<file path="src/rtl/controle_temporizador_5bits.sv">
// controle_temporizador_5bits
// Programmable timer controller that sequences a WIDTH-bit counter.
// The host writes limit, direction and periodic mode through a valid/ready
// handshake. It then starts, pauses, resumes or stops the count.
// Ports:
//   clk           rising-edge clock
//   clear         asynchronous active-high reset
//   cfg_valid     host offers a configuration
//   cfg_ready     controller accepts a configuration (IDLE or DONE only)
//   cfg_limit     terminal value
//   cfg_down      1 = count limit..0, 0 = count 0..limit
//   cfg_periodic  1 = reload at terminal and keep running, 0 = stop at terminal
//   start         begin (IDLE/DONE) or resume (PAUSED)
//   pause         freeze the count while running
//   stop          abort to IDLE
//   count         registered counter value
//   state         IDLE=00, RUN=01, PAUSED=10, DONE=11
//   running       high while in RUN
//   done          registered one-cycle pulse on terminal count
module controle_temporizador_5bits #(
  parameter int WIDTH         = 5,
  parameter int DEFAULT_LIMIT = 31
) (
  input  logic             clk,
  input  logic             clear,
  input  logic             cfg_valid,
  output logic             cfg_ready,
  input  logic [WIDTH-1:0] cfg_limit,
  input  logic             cfg_down,
  input  logic             cfg_periodic,
  input  logic             start,
  input  logic             pause,
  input  logic             stop,
  output logic [WIDTH-1:0] count,
  output logic [1:0]       state,
  output logic             running,
  output logic             done
);

  typedef enum logic [1:0] {
    IDLE   = 2'b00,
    RUN    = 2'b01,
    PAUSED = 2'b10,
    DONE   = 2'b11
  } state_t;

  localparam logic [WIDTH-1:0] LIMIT_RST = WIDTH'(DEFAULT_LIMIT);

  state_t           state_q, state_d;
  logic [WIDTH-1:0] count_q, count_d;
  logic [WIDTH-1:0] limit_q, limit_d;
  logic             down_q, down_d;
  logic             periodic_q, periodic_d;
  logic             done_q, done_d;

  logic [WIDTH-1:0] init_val;
  logic [WIDTH-1:0] term_val;
  logic [WIDTH-1:0] new_init;
  logic             cfg_xfer;

  // The start and terminal values both depend on the latched direction.
  // new_init is the start value that a configuration accepted this cycle
  // would produce.
  assign init_val = down_q ? limit_q : '0;
  assign term_val = down_q ? '0 : limit_q;
  assign new_init = cfg_down ? cfg_limit : '0;

  assign cfg_ready = (state_q == IDLE) || (state_q == DONE);
  assign cfg_xfer  = cfg_valid && cfg_ready;

  assign count   = count_q;
  assign state   = state_q;
  assign running = (state_q == RUN);
  assign done    = done_q;

  // Next-state logic. A configuration transfer has priority over every
  // command in IDLE/DONE, so a start in the same cycle is dropped. In RUN
  // the terminal check comes before the step, so the counter never wraps.
  always_comb begin
    state_d    = state_q;
    count_d    = count_q;
    limit_d    = limit_q;
    down_d     = down_q;
    periodic_d = periodic_q;
    done_d     = 1'b0;

    if (cfg_xfer) begin
      limit_d    = cfg_limit;
      down_d     = cfg_down;
      periodic_d = cfg_periodic;
      count_d    = new_init;
      state_d    = IDLE;
    end else begin
      unique case (state_q)
        IDLE: begin
          if (start) begin
            count_d = init_val;
            state_d = RUN;
          end
        end
        RUN: begin
          if (stop) begin
            state_d = IDLE;
            count_d = init_val;
          end else if (pause) begin
            state_d = PAUSED;
          end else if (count_q == term_val) begin
            done_d = 1'b1;
            if (periodic_q) begin
              count_d = init_val;
            end else begin
              state_d = DONE;
            end
          end else if (down_q) begin
            count_d = count_q - 1'b1;
          end else begin
            count_d = count_q + 1'b1;
          end
        end
        PAUSED: begin
          if (stop) begin
            state_d = IDLE;
            count_d = init_val;
          end else if (start) begin
            state_d = RUN;
          end
        end
        DONE: begin
          if (stop) begin
            state_d = IDLE;
            count_d = init_val;
          end else if (start) begin
            state_d = RUN;
            count_d = init_val;
          end
        end
        default: begin
          state_d = IDLE;
          count_d = '0;
        end
      endcase
    end
  end

  // State registers. clear acts immediately, even in the middle of a count.
  always_ff @(posedge clk or posedge clear) begin
    if (clear) begin
      state_q    <= IDLE;
      count_q    <= '0;
      limit_q    <= LIMIT_RST;
      down_q     <= 1'b0;
      periodic_q <= 1'b0;
      done_q     <= 1'b0;
    end else begin
      state_q    <= state_d;
      count_q    <= count_d;
      limit_q    <= limit_d;
      down_q     <= down_d;
      periodic_q <= periodic_d;
      done_q     <= done_d;
    end
  end

endmodule
</file>
<file path="config.mk">
export PLATFORM = sky130hd
export DESIGN_NAME = controle_temporizador_5bits
export DESIGN_NICKNAME = d
export VERILOG_FILES = /design/src/rtl/controle_temporizador_5bits.sv
export SDC_FILE = /design/constraint.sdc
export NUM_CORES = 1
export LEC_CHECK = 0
export CAP_MARGIN = 10
export CORE_AREA = 5 5 56 58
export DETAILED_ROUTE_END_ITERATION = 10
export DIE_AREA = 0 0 61 63
export MAX_ROUTING_LAYER = met4
export PLACE_DENSITY = 0.81
export SLEW_MARGIN = 30
export SYNTH_ARGS = -nofsm -noshare
export SYNTH_HDL_FRONTEND = slang
export SYNTH_SLANG_ARGS = --single-unit
</file>
<file path="constraint.sdc">
create_clock -name clk -period 3.8 [get_ports clk]
set_input_delay 0.76 -clock clk [delete_from_list [all_inputs] [get_ports clk]]
set_output_delay 0.76 -clock clk [all_outputs]
set_load 0.03 [all_outputs]
</file>
## After elaboration in Yosys (flattened, before gate mapping)

Cells that the tools add are included.

- Bits in registers: 15
- Bits in latches: 0
- Memory bits (writable): 0
- Bits in read-only memories: 0
- Input bits: 13
- Output and inout bits: 10
- Logic and storage cells: 49
- Memories: 0

- Add/sub/neg operators: 2
- Multipliers: 0
- Divide/modulo/power cells: 0
- $lt $le $gt $ge: 0
- Equality and inequality tests: 9
- Shift-type cells: 0
- Muxes and demuxes: 26
- Bitwise operators: 0
- Reductions and logical operators: 6

Operators with widths:

| kind | count |
|---|---|
| $mux 5 | 12 |
| $pmux 5 s4 | 1 |
| $mux 2 | 7 |
| $pmux 2 s3 | 1 |
| $add 5x1->5 const B | 1 |
| $eq 5x5->1 | 1 |
| $mux 1 | 5 |
| $ne 5x3->1 const B | 1 |
| $ne 5x4->1 const B | 1 |
| $ne 5x5->1 const B | 1 |
| $sub 5x1->5 const B | 1 |
| $eq 2x2->1 const B | 2 |
| $ne 4x3->1 const B | 1 |
| $ne 3x3->1 const B | 1 |
| $reduce_and 3->1 | 1 |
| $eq 2x1->1 const B | 1 |
| $logic_not 2->1 | 1 |
| $reduce_and 2->1 | 1 |
| $reduce_or 2->1 | 1 |
| $logic_and 1x1->1 | 1 |
| $logic_or 1x1->1 | 1 |

## Longest topological paths before layout

Gate-level depths: netlist (run 1).

- Depth in word-level cells: 7
- Depth in mapped cells: 9
- Mapped depth without buffers: 8

## Least setup slack after synthesis (run 1)

Ideal clock, no wire load.

- Kind: reg-to-reg
- Start point: register state_q[0], in the netlist state[0]
- End point: register count_q[1], in the netlist count[1]
- Library setup time: 132 ps
- Data arrival time: 2044 ps
- Data required time: 3668 ps
- Setup slack: 1623 ps
- Stages on the path, launching flop included: 10
- Path buffers: 1
- Clock period less this slack: 2177 ps
- Cells stage by stage: dfrtp_1 > inv_1 > ha_1 > nand2b_1 > nand2_1 > or3_1 > o22a_1 > buf_2 > o211ai_1 > o22ai_1

- Cells in the longest elaborated chain, start to end: 5
- Elaborated cells on any way between the ends: 12
- Those cells by class: eq/ne (6); mux (2); reduce/logical (4)

RTL lines:

| what | line | text |
|---|---|---|
| from (decl) | 49 | `state_t state_q, state_d;` |
| from (signal assigned) | 155 | `state_q <= state_d;` |
| $eq 2x2->1 / $logic_not 2->1 (equally long branches) | 68, 94 |  |
| $logic_or 1x1->1 | 68 | `assign cfg_ready = (state_q == IDLE) \|\| (state_q == DONE);` |
| $logic_and 1x1->1 | 69 | `assign cfg_xfer = cfg_valid && cfg_ready;` |
| $ne 5x5->1 (no line) (tied with other cells) | - |  |
| $reduce_and 3->1 (no line) | - |  |
| to (signal assigned) | 156 | `count_q <= count_d;` |
| to (decl) | 50 | `logic [WIDTH-1:0] count_q, count_d;` |

Parallel ways exist; a longest one is shown, timed or not.
A chain may end at the register's enable or synchronous reset.

## Worst setup path after layout (run 1)

- Start point: register state_q[0], in the netlist state[0]
- End point: output cfg_ready

- Cells in the longest elaborated chain, start to end: 2
- Elaborated cells on any way between the ends: 3
- Those cells by class: eq/ne (1); reduce/logical (2)

RTL lines:

| what | line | text |
|---|---|---|
| $eq 2x2->1 / $logic_not 2->1 (equally long branches) | 68 |  |
| $logic_or 1x1->1 * | 68 |  |
| to (decl) | 27 | `output logic cfg_ready,` |

Mark *: on every way between the ends. The rest lies on a longest branch, timed or not.

==> impl_metrics.tcl, run 1 <==
set metrics [dict create \
    outcome "finished clean" \
    place_congestion 0.941 \
    grt_usage 0.217 \
    post_cts_resized 0 \
    yosys_most_used_dff "dfrtp_1" \
    grt_pass1_vias 1422 \
    core_area_mm2 0.00262 \
    clkTransAtPathRegs_ns 0.11 \
    post_cts_buffers 0 \
    setup.worst_path.class "register to output port" \
    cp.arrival_ns 1.88 \
    critPathMaxFanout 5 \
    maxClockFrequency_mhz 379 \
    dp_hpwl_mm 2.82 \
    antenna_cells 0 \
    rsz0062_at_grt "no" \
    fin_area_mm2 0.00162 \
    pin_count 23 \
    cts_tree "done" \
    hp-class "register to register" \
    synth_cell_types 48 \
    leakagePower_nw 0.681 \
    cts_buffers 3 \
    clkLatencyLatePin_ns 0.30 \
    placed_area_mm2 0.00160 \
    worstMarginPinSlew_ns 0.709 \
    syn_area_mm2 0.00138 \
    slew-limit-headroom 0.526 \
    drc 0 \
    yosysWarnings 0 \
    die_w_um 61 \
    cts.sinks 15 \
    crit_top_cell "inv_1" \
    antenna_found_initial 0 \
    portBuffers 22 \
    synth_edf_count 0 \
    finalSetupTns_ns 0 \
    drtPass1Iterations 4 \
    max_cap_violations 0 \
    slowest_stage "clkdlybuf4s50_1" \
    worstPathCellList "inv_1, ha_1, inv_1, clkdlybuf4s50_1" \
    fin_nets 219 \
    n_fill_cell 249 \
    seq_area_frac_synth 0.277 \
    wl_per_cell_um 16.7 \
    p_per_area_mw_per_mm2 851 \
    seqPwrFrac 0.282 \
    endpoint_kind "output port" \
    r2r_setup_slack_ns 1.26 \
    syn_inst 180 \
    fin_ws_ns 1.16 \
    cts_root_buffer "clkbuf_4" \
    placementRows 19 \
    crit_path_start_kind "register" \
    ys_ff_latch 15 \
    power_switching_uw 706 \
    grt_overflow_total 0 \
    ant_nets 0 \
    vias_per_cell 6.24 \
    comb_power_share 0.645 \
    clock_skew_ns 0.0104 \
    die_y_um 63 \
    setup_violations 0 \
    h-tree-depth 1 \
    period_needed_ns 2.64 \
    clockPowerShare 0.073 \
    intPower_uw 674 \
    hold_start "limit_q[2]$_DFFE_PP1P_" \
    num_vias 1422 \
    grt_max_degree 20 \
    report.final.slew_viol_count 0 \
    ir_drop_v 0.000504 \
    slowest_delay_ns 0.66 \
    die_area_mm2 0.00384 \
    r2r_start "down_q$_DFFE_PP0P_" \
    fin_crit_sh 0.695 \
    clock_path_buffers 2 \
    routed_wl_mm 3.82 \
    drt_iter0_drc 74 \
    hold_viol 0 \
    post-route-util 0.621 \
    area_delta_synth_final_pct 17.9 \
    avgSynthCellArea_um2 7.65 \
    async_flop_share 1.00 \
    grt_pass1_wl_mm 6.31 \
    setup.worst_path.start "state[0]$_DFFE_PP0P_" \
    postCtsHoldBufs 0 \
    crit_required_ns 3.04 \
    start_util 0.526 \
    switching_share 0.512 \
    dpl_worst_slack_ns 1.00 \
    drive_gt1_frac 0.0711 \
    synthesis.nets 201 \
]
[cell type report]
cell class,instances,area (um2),share of cell area
clock buffers,4,26.3,0.0162
inverters,13,48.8,0.0301
multi-input cells,142,900,0.554
flip-flops and latches,15,382,0.235
well taps,31,38.8,0.0239
repair buffers,23,228,0.140
[routing by layer]
layer  GRT usage  vias up  share of wire  routed length, um
met1       0.272      672           0.44               1670
met2       0.336       58           0.48               1820
met3      0.0227       17          0.055                209
li1            -      675              -                  -
met5           -        -              0                  0
met4       0.111        0          0.031                117
[final timing paths]
kind,endpoint,cells after the start
setup / recovery,cfg_ready,4
hold / removal,limit_q[2]$_DFFE_PP1P_,2
setup reg to reg,count[1]$_DFFE_PP0P_,6
hold reg to reg,limit_q[2]$_DFFE_PP1P_,2
max in group asynchronous,count[0]$_DFFE_PP0P_,2
min in group asynchronous,done$_DFF_PP0_,2
[Yosys cell counts, types with 2 or more instances]
master     count  area [um2]
o22ai_1        4        25.0
o211ai_1       2        15.0
ha_1           7        87.6
o21ai_1        2        10.0
o21a_1         2        15.0
a21oi_1       11        55.1
o22a_1         2        17.5
nor3_1         2        10.0
clkbuf_1       8        30.0
xor2_1         2        17.5
xnor2_1        2        17.5
o32a_1         2        20.0
inv_1         13        48.8
or3_1          2        12.5
nor2b_1        6        37.5
dfstp_2        5         131
mux2i_1        2        20.0
nand4bb_1      2        22.5
nand2_1       32         120
a211oi_1       3        22.5
dfrtp_1       10         250
a31oi_1        7        43.8
o211a_1        2        20.0
nand3_1        5        25.0
nor2_1        16        60.1
o21ai_0        7        35.0
[power groups by stage]
stage               clock [mW]  combinational [mW]  sequential, mW
global placement             0               0.855           0.381
detailed placement           0               0.880           0.387
global route             0.110               0.974           0.399
floorplan                    0               0.612           0.398
finish                   0.101               0.891           0.389
CTS                      0.100               0.883           0.384
[state kept, by name (all words and copies together), names as in the netlist]
register	count
count	5
done	1
down_q	1
limit_q	5
periodic_q	1
state	2
[stage by stage]
stage / hold WS [ns] / total power, mW / cells
after floorplan: 0.459 / 1.01 / 180
after global placement: 0.487 / 1.24 / 224
after detailed placement: 0.489 / 1.27 / 224
after CTS: 0.503 / 1.37 / 228
after global routing: 0.530 / 1.48 / 228
final: 0.500 / 1.38 / 228
[cell usage in the layout, fill, tap and decap left out, drive strengths merged, types with 5 or more instances in the layout]
cell type / synthesis / final
a21oi: 11 / 11
a31oi: 7 / 7
clkdlybuf4s50: 0 / 22
dfrtp: 10 / 10
dfstp: 5 / 5
ha: 7 / 7
inv: 13 / 13
nand2: 32 / 32
nand3: 5 / 5
nor2: 16 / 16
nor2b: 6 / 6
o21ai: 9 / 9
o22ai: 5 / 5
[cells by family (layout without fill, tap and decap cells)]
family / Yosys count / in the layout / share of synthesized area
simple gates: 71 / 71 / 0.241
compound gates: 56 / 56 / 0.286
buf+inv: 23 / 40 / 0.0691
flops: 15 / 15 / 0.277
fa+ha+maj: 8 / 8 / 0.0782
xor+xnor: 4 / 4 / 0.0255
mux: 3 / 3 / 0.0227
[critical path: cells and delay by family (launching register included)]
kind / cells / cell delay [ns]
adder cells (fa/ha/maj): 1 / 0.33
buffers and inverters: 3 / 0.82
flip-flops: 1 / 0.43
(Power assumes the default switching activity.)
==> run 2: changes to the inputs <==
--- a/config.mk
+++ b/config.mk
@@ -6,11 +6,11 @@
 export NUM_CORES = 1
 export LEC_CHECK = 0
 export CAP_MARGIN = 10
-export CORE_AREA = 5 5 56 58
+export CORE_AREA = 5 5 60 62
 export DETAILED_ROUTE_END_ITERATION = 10
-export DIE_AREA = 0 0 61 63
+export DIE_AREA = 0 0 65 67
 export MAX_ROUTING_LAYER = met4
-export PLACE_DENSITY = 0.81
+export PLACE_DENSITY = 0.74
 export SLEW_MARGIN = 30
 export SYNTH_ARGS = -nofsm -noshare
 export SYNTH_HDL_FRONTEND = slang
==> constraint.sdc (replaced) <==
create_clock -name clk -period 2.37 [get_ports clk]
set_input_delay 0.474 -clock clk [delete_from_list [all_inputs] [get_ports clk]]
set_output_delay 0.474 -clock clk [all_outputs]
set_load 0.03 [all_outputs]
==> run 2 against run 1 <==
Die area grew 13%; setup slack worse by 0.94 ns; critical path depth increased by 2; flip-flop and latch count did not move.
==> impl_metrics.tcl, run 2 (synthesis results as in run 1) <==
set metrics [dict create \
    critPathMaxFanout 7 \
    outcome "finished clean" \
    endpoint_kind "register" \
    drt_iter0_drc 111 \
    rsz0062_at_grt "no" \
    clkTransAtPathRegs_ns 0.10 \
    area_delta_synth_final_pct 23.4 \
    cts_root_buffer "clkbuf_4" \
    finalSetupTns_ns 0 \
    hp-class "register to register" \
    drive_gt1_frac 0.112 \
    maxClockFrequency_mhz 466 \
    die_y_um 67 \
    p_per_area_mw_per_mm2 1340 \
    fin_nets 228 \
    post_cts_buffers 0 \
    clock_path_buffers 2 \
    clkLatencyLatePin_ns 0.29 \
    slowest_delay_ns 0.54 \
    crit_family "compound AO/OA/AOI/OAI gates" \
    max_cap_violations 0 \
    drc 0 \
    placementRows 20 \
    grt_max_degree 16 \
    antenna_cells 0 \
    cts_buffers 3 \
    pin_count 23 \
    clock_skew_ns 0.00562 \
    dp.cells 235 \
    r2r_setup_slack_ns 0.22 \
    start_util 0.462 \
    grt_pass1_vias 1402 \
    drtPass1Iterations 4 \
    setup.worst_path.class "register to register" \
    slowest_stage "or4b_1" \
    routed_wl_mm 3.91 \
    layout.cells.non_filler 239 \
    vias_per_cell 6.03 \
    num_vias 1442 \
    antenna_found_initial 0 \
    grt_pass1_wl_mm 6.62 \
    setup_violations 0 \
    grt_overflow_total 0 \
    crit_path_start_kind "register" \
    worstPathCellList "or4b_1, o31ai_1, o2111ai_2, buf_4, a211oi_1, o22ai_2" \
    fin_crit_sh 0.906 \
    slew-limit-headroom 0.577 \
    die_w_um 65 \
    cts.sinks 15 \
    cp_num_buf_inv 1 \
    die_area_mm2 0.00436 \
    grt_usage 0.202 \
    ir_drop_v 0.000574 \
    cts_tree "done" \
    portBuffers 22 \
    finalPower_mw 2.28 \
    place_congestion 0.974 \
    ant_nets 0 \
    leakagePower_nw 0.742 \
    report.final.slew_viol_count 0 \
    dp_hpwl_mm 2.99 \
    worstMarginPinSlew_ns 0.634 \
    wl_per_cell_um 16.4 \
    crit_required_ns 2.54 \
    hold_viol 0 \
    final_common_cell "nand2_1" \
    h-tree-depth 1 \
    cp.arrival_ns 2.32 \
    core_area_mm2 0.00298 \
    mostFrequentLayoutCells "nand2_1 (32), clkdlybuf4s50_1 (20), nor2_1 (16)" \
    period_needed_ns 2.15 \
    n_fill_cell 287 \
]
## run 2: tightest hold or removal path, stage by stage (launching register included)
cell	delay, ns
dfstp_2	0.41
nand2_1	0.06
nand2_1	0.05
## run 2: final timing paths
kind / start / endpoint / depth (start not counted)
max: count[4]$_DFFE_PP0P_ / count[0]$_DFFE_PP0P_ / 6
min: limit_q[0]$_DFFE_PP1P_ / limit_q[0]$_DFFE_PP1P_ / 2
min reg2reg: limit_q[0]$_DFFE_PP1P_ / limit_q[0]$_DFFE_PP1P_ / 2
max in group asynchronous: clear / count[0]$_DFFE_PP0P_ / 2
min in group asynchronous: clear / count[3]$_DFFE_PP0P_ / 2
max reg2reg: count[4]$_DFFE_PP0P_ / count[0]$_DFFE_PP0P_ / 6
## run 2: routing by layer
| layer | wire length (um) | track usage | part of all wire |
|---|---|---|---|
| met1 | 1730 | 0.260 | 0.44 |
| met2 | 1780 | 0.313 | 0.46 |
| met3 | 273 | 0.0270 | 0.070 |
| met4 | 125 | 0.0976 | 0.032 |
| met5 | 0 | - | 0 |
## run 2: cell type report
| type | instances | area, um2 | area share |
|---|---|---|---|
| Clock buffer | 4 | 26.3 | 0.0155 |
| Inverter | 13 | 48.8 | 0.0287 |
| Multi-Input combinational cell | 142 | 900 | 0.530 |
| Sequential cell | 15 | 382 | 0.225 |
| Tap cell | 33 | 41.3 | 0.0243 |
| Timing Repair Buffer | 32 | 300 | 0.177 |
## run 2: where the power goes
part | total, mW | switching, mW | internal, mW
clock | 0.159 | 0.0938 | 0.0656
sequential | 0.556 | 0.152 | 0.404
combinational | 1.57 | 0.894 | 0.672
total | 2.28 | 1.14 | 1.14
## run 2: per-stage QoR
| stage | cell area, um2 | hold slack [ns] | util | setup slack (ns) |
|---|---|---|---|---|
| 4_1_cts | 1690 | 0.505 | 0.568 | 0.00428 |
| 3_3_place_gp | 1670 | 0.485 | 0.560 | 0.144 |
| 5_1_grt | 1700 | 0.517 | 0.570 | 0.0302 |
| 3_5_place_dp | 1670 | 0.489 | 0.560 | 0.0824 |
| 6_report | 1700 | 0.504 | 0.570 | 0.222 |
| 2_1_floorplan | 1380 | 0.372 | - | 0.193 |
## run 2: timing repair
action / 4_1_cts / 5_1_grt
hold buffers: 0 / 0
setup endpoints to repair: 0 / 2
gates resized for setup: 0 / 2
==> run 3: changes to the inputs <==
--- a/config.mk
+++ b/config.mk
@@ -6,12 +6,11 @@
 export NUM_CORES = 1
 export LEC_CHECK = 0
 export CAP_MARGIN = 10
-export CORE_AREA = 5 5 60 62
+export CORE_AREA = 2 2 57 59
 export DETAILED_ROUTE_END_ITERATION = 10
-export DIE_AREA = 0 0 65 67
+export DIE_AREA = 0 0 59 61
 export MAX_ROUTING_LAYER = met4
 export PLACE_DENSITY = 0.74
-export SLEW_MARGIN = 30
 export SYNTH_ARGS = -nofsm -noshare
 export SYNTH_HDL_FRONTEND = slang
 export SYNTH_SLANG_ARGS = --single-unit
==> run 3 against run 2 <==
Die area fell by 17%; highest routed layer unchanged; worst hold slack about the same; non-clock buffer count shrank 1; setup slack got worse by 0.016 ns; critical endpoint is now count[3]$_DFFE_PP0P_; critical path type unchanged; flip-flop and latch count stayed put; final cell count fell by 0.42%.
==> impl_metrics.tcl, run 3 (synthesis results as in run 1) <==
set metrics [dict create \
    hold_start "limit_q[2]$_DFFE_PP1P_" \
    report.final.slew_viol_count 0 \
    start_util 0.466 \
    grt_max_degree 18 \
    power_switching_mw 1.14 \
    postCtsHoldBufs 0 \
    r2r_setup_slack_ns 0.21 \
    crit_required_ns 2.58 \
    routed_wl_mm 3.84 \
    setup.worst_path.class "register to register" \
    cts.sinks 15 \
    clock_skew_ns 0.0209 \
    clkLatencyLatePin_ns 0.31 \
    die_w_um 59 \
    multi_input_area_um2 900 \
    grt_usage 0.241 \
    core_area_mm2 0.00295 \
    switching_share 0.501 \
    outcome "finished clean" \
    crit_path_start_kind "register" \
    drtPass1Iterations 5 \
    worstMarginPinSlew_ns 0.635 \
    reg2reg_depth 7 \
    max_cap_violations 0 \
    clockPowerShare 0.071 \
    maxClockFrequency_mhz 462 \
    ant_nets 0 \
    final_common_cell "nand2_1" \
    hold_slack_ns 0.504 \
    antenna_cells 0 \
    drc 0 \
    r2r_end "count[3]$_DFFE_PP0P_" \
    die_y_um 61 \
    grt_overflow_total 0 \
    cts_buffers 3 \
    grt_pass1_vias 1421 \
    portBuffers 22 \
    hold_path_end "limit_q[2]$_DFFE_PP1P_" \
    pin_count 23 \
    seqPwrFrac 0.249 \
    dp_hpwl_mm 2.88 \
    wl_per_cell_um 16.1 \
    critPathMaxFanout 7 \
    fin_nets 227 \
    leakagePower_nw 0.735 \
    vias_per_cell 6.30 \
    finalSetupTns_ns 0 \
    r2r_start "count[4]$_DFFE_PP0P_" \
    endpoint_kind "register" \
    placementRows 20 \
    hp-class "register to register" \
    die_area_mm2 0.00360 \
    intPower_mw 1.13 \
    cts_root_buffer "clkbuf_4" \
    n_fill_cell 277 \
    ir_drop_v 0.000575 \
    cts_tree "done" \
    area_delta_synth_final_pct 22.6 \
    antenna_found_initial 0 \
    rsz0062_at_grt "no" \
    hold_viol 0 \
    clkTransAtPathRegs_ns 0.09 \
    grt_pass1_wl_mm 6.37 \
    mostFrequentLayoutCells "nand2_1 (32), clkdlybuf4s50_1 (20), nor2_1 (16)" \
    p_per_area_mw_per_mm2 1340 \
    seq_area_um2 382 \
    fin_crit_sh 0.913 \
    period_needed_ns 2.16 \
    num_vias 1499 \
    slew-limit-headroom 0.576 \
    place_congestion 0.905 \
    h-tree-depth 1 \
    hold_depth 2 \
    clock_path_buffers 2 \
    setup_violations 0 \
    drt_iter0_drc 82 \
    cp.arrival_ns 2.37 \
    drive_gt1_frac 0.112 \
    comb_power_share 0.680 \
]
[run 3: changes by cell type in the layout (fill, tap and decap cells not counted), sizes merged]
cell / previous run / this run
buf: 10 / 9
dlygate4sd2: 0 / 1
clkinv: 0 / 1
clkbuf: 4 / 3
dlymetal6s2s: 2 / 1
[run 3: power by group through the flow]
stage | Sequential (mW) | Combinational [mW] | Clock [mW]
floorplan | 0.638 | 0.981 | 0
global placement | 0.558 | 1.50 | 0
detailed placement | 0.567 | 1.53 | 0
CTS | 0.562 | 1.53 | 0.167
global route | 0.584 | 1.69 | 0.172
finish | 0.564 | 1.54 | 0.161
[run 3: worst max-delay path by stage]
stage,start,slack [ns],depth (start not counted),to
after CTS,state[1]$_DFFE_PP0P_,0.008,3,running
final,count[4]$_DFFE_PP0P_,0.21,7,count[3]$_DFFE_PP0P_
after global routing,state[1]$_DFFE_PP0P_,0.05,8,count[1]$_DFFE_PP0P_
after global placement,stop,0.13,7,count[4]$_DFFE_PP0P_
after floorplan,state[0]$_DFFE_PP0P_,0.19,9,count[1]$_DFFE_PP0P_
after detailed placement,stop,0.06,7,count[4]$_DFFE_PP0P_
[run 3: metal layers]
metal | share of wire | vias to the layer above | wire [um] | GRT usage
li1 | - | 696 | - | -
met1 | 0.42 | 716 | 1630 | 0.296
met2 | 0.48 | 78 | 1850 | 0.395
met3 | 0.073 | 9 | 280 | 0.0192
met4 | 0.021 | 0 | 79 | 0.127
met5 | 0 | - | 0 | -
[run 3: repair_timing]
action	4_1_cts	5_1_grt
gates resized for setup	1	1
setup buffers	0	0
pin swaps	0	0
endpoints found under the setup margin	1	1
[run 3: worst max-delay path, cell delays in order, from the launching register on]
cell,delay [ns]
dfrtp_1,0.46
or4b_1,0.54
o31ai_1,0.10
o2111ai_2,0.28
buf_4,0.26
o21ai_0,0.10
nand4bb_1,0.14
a41oi_1,0.19
[run 3: final cells by class]
| class | count | area share |
|---|---|---|
| multi-input cells | 142 | 0.533 |
| flip-flops and latches | 15 | 0.226 |
| repair buffers | 31 | 0.171 |
| clock buffers | 3 | 0.0133 |
| inverters | 13 | 0.0289 |
| well taps | 33 | 0.0245 |
| clock inverters | 1 | 0.00297 |
[run 3: metrics by stage]
stage / worst slack [ns] / power [mW] / utilization / cells / area [um2]
CTS: 0.00788 / 2.26 / 0.571 / 238 / 1690
floorplan: 0.193 / 1.62 / - / 180 / 1380
global route: 0.0474 / 2.45 / 0.572 / 238 / 1690
finish: 0.207 / 2.27 / 0.572 / 238 / 1690
detailed placement: 0.0633 / 2.10 / 0.562 / 234 / 1660
global placement: 0.127 / 2.05 / 0.562 / 234 / 1660
==> edit, RTL diff (flow settings as in run 2) <==
Register the output `count` once more; this adds one clock of latency there. The other outputs are not delayed to match. Comments in the files are not updated.
--- a/src/rtl/controle_temporizador_5bits.sv
+++ b/src/rtl/controle_temporizador_5bits.sv
@@ -68,7 +68,9 @@
   assign cfg_ready = (state_q == IDLE) || (state_q == DONE);
   assign cfg_xfer  = cfg_valid && cfg_ready;
 
-  assign count   = count_q;
+  always_ff @(posedge clk) begin
+    count <= count_q;
+  end
   assign state   = state_q;
   assign running = (state_q == RUN);
   assign done    = done_q;
Function: changed (Yosys sat finds a counterexample within 4 cycles, from zero or initial values).
==> edit against run 2 <==
  * Utilization grew 6.8 points
  * Design area grew 12%
  * Worst setup slack lost 0.043 ns
  * Count of clock-buffer cells in the layout shrank 1
  * Power grew 11%
  * Synthesized cell count grew 7.8%
  * Sequential power grew 29%
  * Sequential cell count grew 5
  * Routed wire length grew 3.9%
  * Synthesized area grew 10%
  * Global-route usage grew 1.1 points
  * First-iteration DRC count shrank 14%
  * Critical path type unchanged
  * Largest cell class unchanged
  * Highest routed layer unchanged
==> edit: results (changes against run 2) <==
INFO  min_path       hp-start=count_q[4]
INFO  pwr            sw_share=46.1% [-3.9 points]
INFO  routing        initialDrtViolationCount=96 [-14%]
INFO  synthesis      synth_area_leaders=dfrtp_1 16%, dfstp_2 8.7%, nand2_1 8.4%
INFO  routing        vias_per_cell=5.82 [-3.5%]
INFO  critical_path  worstRegToRegCells=8 [+2]
INFO  synthesis      postSynthNetCount=215 [+7.0%]
INFO  final_layout   total_area_of_multi_input_combinational_cells=933um^2 [+3.8%]
INFO  routing        drt_wl_total=4.06mm [+3.9%]
INFO  critical_path  crit_arrival=2.43ns [+0.11 ns]
INFO  final_layout   drive_gt1_share=14.8% [+3.6 points]
INFO  synthesis      netlist_top_cells_count=34 x nand2_1, 21 x nor2_1, 15 x a21oi_1
INFO  min_path       whs_endpoint=count[4]
INFO  clock_network  cts.reportedPaths.clkPinSlew=0.12ns [+0.02 ns]
INFO  final_layout   finish.net_count=245 [+7.5%]
INFO  critical_path  crit_path_max_fanout=6 [-1]
INFO  timing         whs=0.387ns [-0.116 ns]
INFO  critical_path  timing.critical_path.from=limit_q[1]
INFO  placement      postPlaceCellArea=1840um^2 [+10%]
INFO  final_layout   fillCellCount=251 [-13%]
INFO  routing        drtPass1Iterations=5 [+1]
INFO  global_route   grt_start_max_net_pins=19 [+3]
INFO  timing         worstMarginPinSlew=0.588ns [-0.0454 ns]
INFO  clock_network  clk_latency=0.31ns [+0.02 ns]
INFO  global_route   grt_pass1_wl=7.07mm [+6.9%]
INFO  run_status     outcome=complete, no violations
INFO  synthesis      synth_sequential_area_ratio=31.7% [+4.0 points]
INFO  placement      detailedPlace.worstSlack=0.0902ns [+0.00778 ns]
INFO  pwr            power.leakage=0.000869uW [+17%]
INFO  synthesis      postSynth.asyncResetShare=75.0% [-25 points]
INFO  global_route   grt_util_all_layers=21.2% [+1.1 points]
[edit: worst max-delay path by stage]
stage | endpoint | slack, ns | cells after the start
detailed placement | count_q[3] | 0.09 | 7
global placement | count_q[3] | 0.15 | 7
global route | count_q[3] | 0.06 | 8
finish | count_q[0] | 0.18 | 8
CTS | cfg_ready | 0.01 | 4
floorplan | count_q[1] | 0.35 | 9
[edit: cell families (layout without fill, tap and decap cells)]
kind of cell | after synthesis | after routing | share of synthesized area (%)
compound gates | 49 | 49 | 21.1
xor+xnor | 6 | 6 | 3.46
fa+ha+maj | 8 | 8 | 7.09
buf+inv | 24 | 53 | 7.01
flops | 20 | 20 | 31.7
mux | 5 | 5 | 3.38
simple gates | 82 | 82 | 26.2
[edit: routing by layer]
metal | up-vias | global-route usage, % | wire, um
met5 | - | - | 0
met2 | 54 | 36.1 | 1980
met1 | 694 | 26.1 | 1780
met4 | 0 | 6.60 | 60
li1 | 734 | - | -
met3 | 8 | 3.04 | 236
[edit: layout make-up]
type,instances,share of cell area (%)
Multi-Input combinational cell,150,49.1
Sequential cell,20,25.5
Timing Repair Buffer,36,17.9
Inverter,13,2.57
Tap cell,33,2.17
Clock inverter,1,1.58
Clock buffer,3,1.19
[edit: power by group through the flow]
stage	sequential [uW]	clock (uW)	combinational, uW
2_1_floorplan	741	0	988
4_1_cts	711	289	1510
5_1_grt	745	307	1680
6_report	715	287	1520
3_3_place_gp	701	0	1480
3_5_place_dp	717	0	1500
[edit: critical path, stage by stage (launching register included)]
cell,delay [ns]
dfstp_2,0.59
and4bb_2,0.24
a22oi_1,0.31
a221oi_4,0.12
buf_4,0.19
nor2_4,0.17
mux2i_1,0.21
a21oi_1,0.09
a211oi_2,0.18
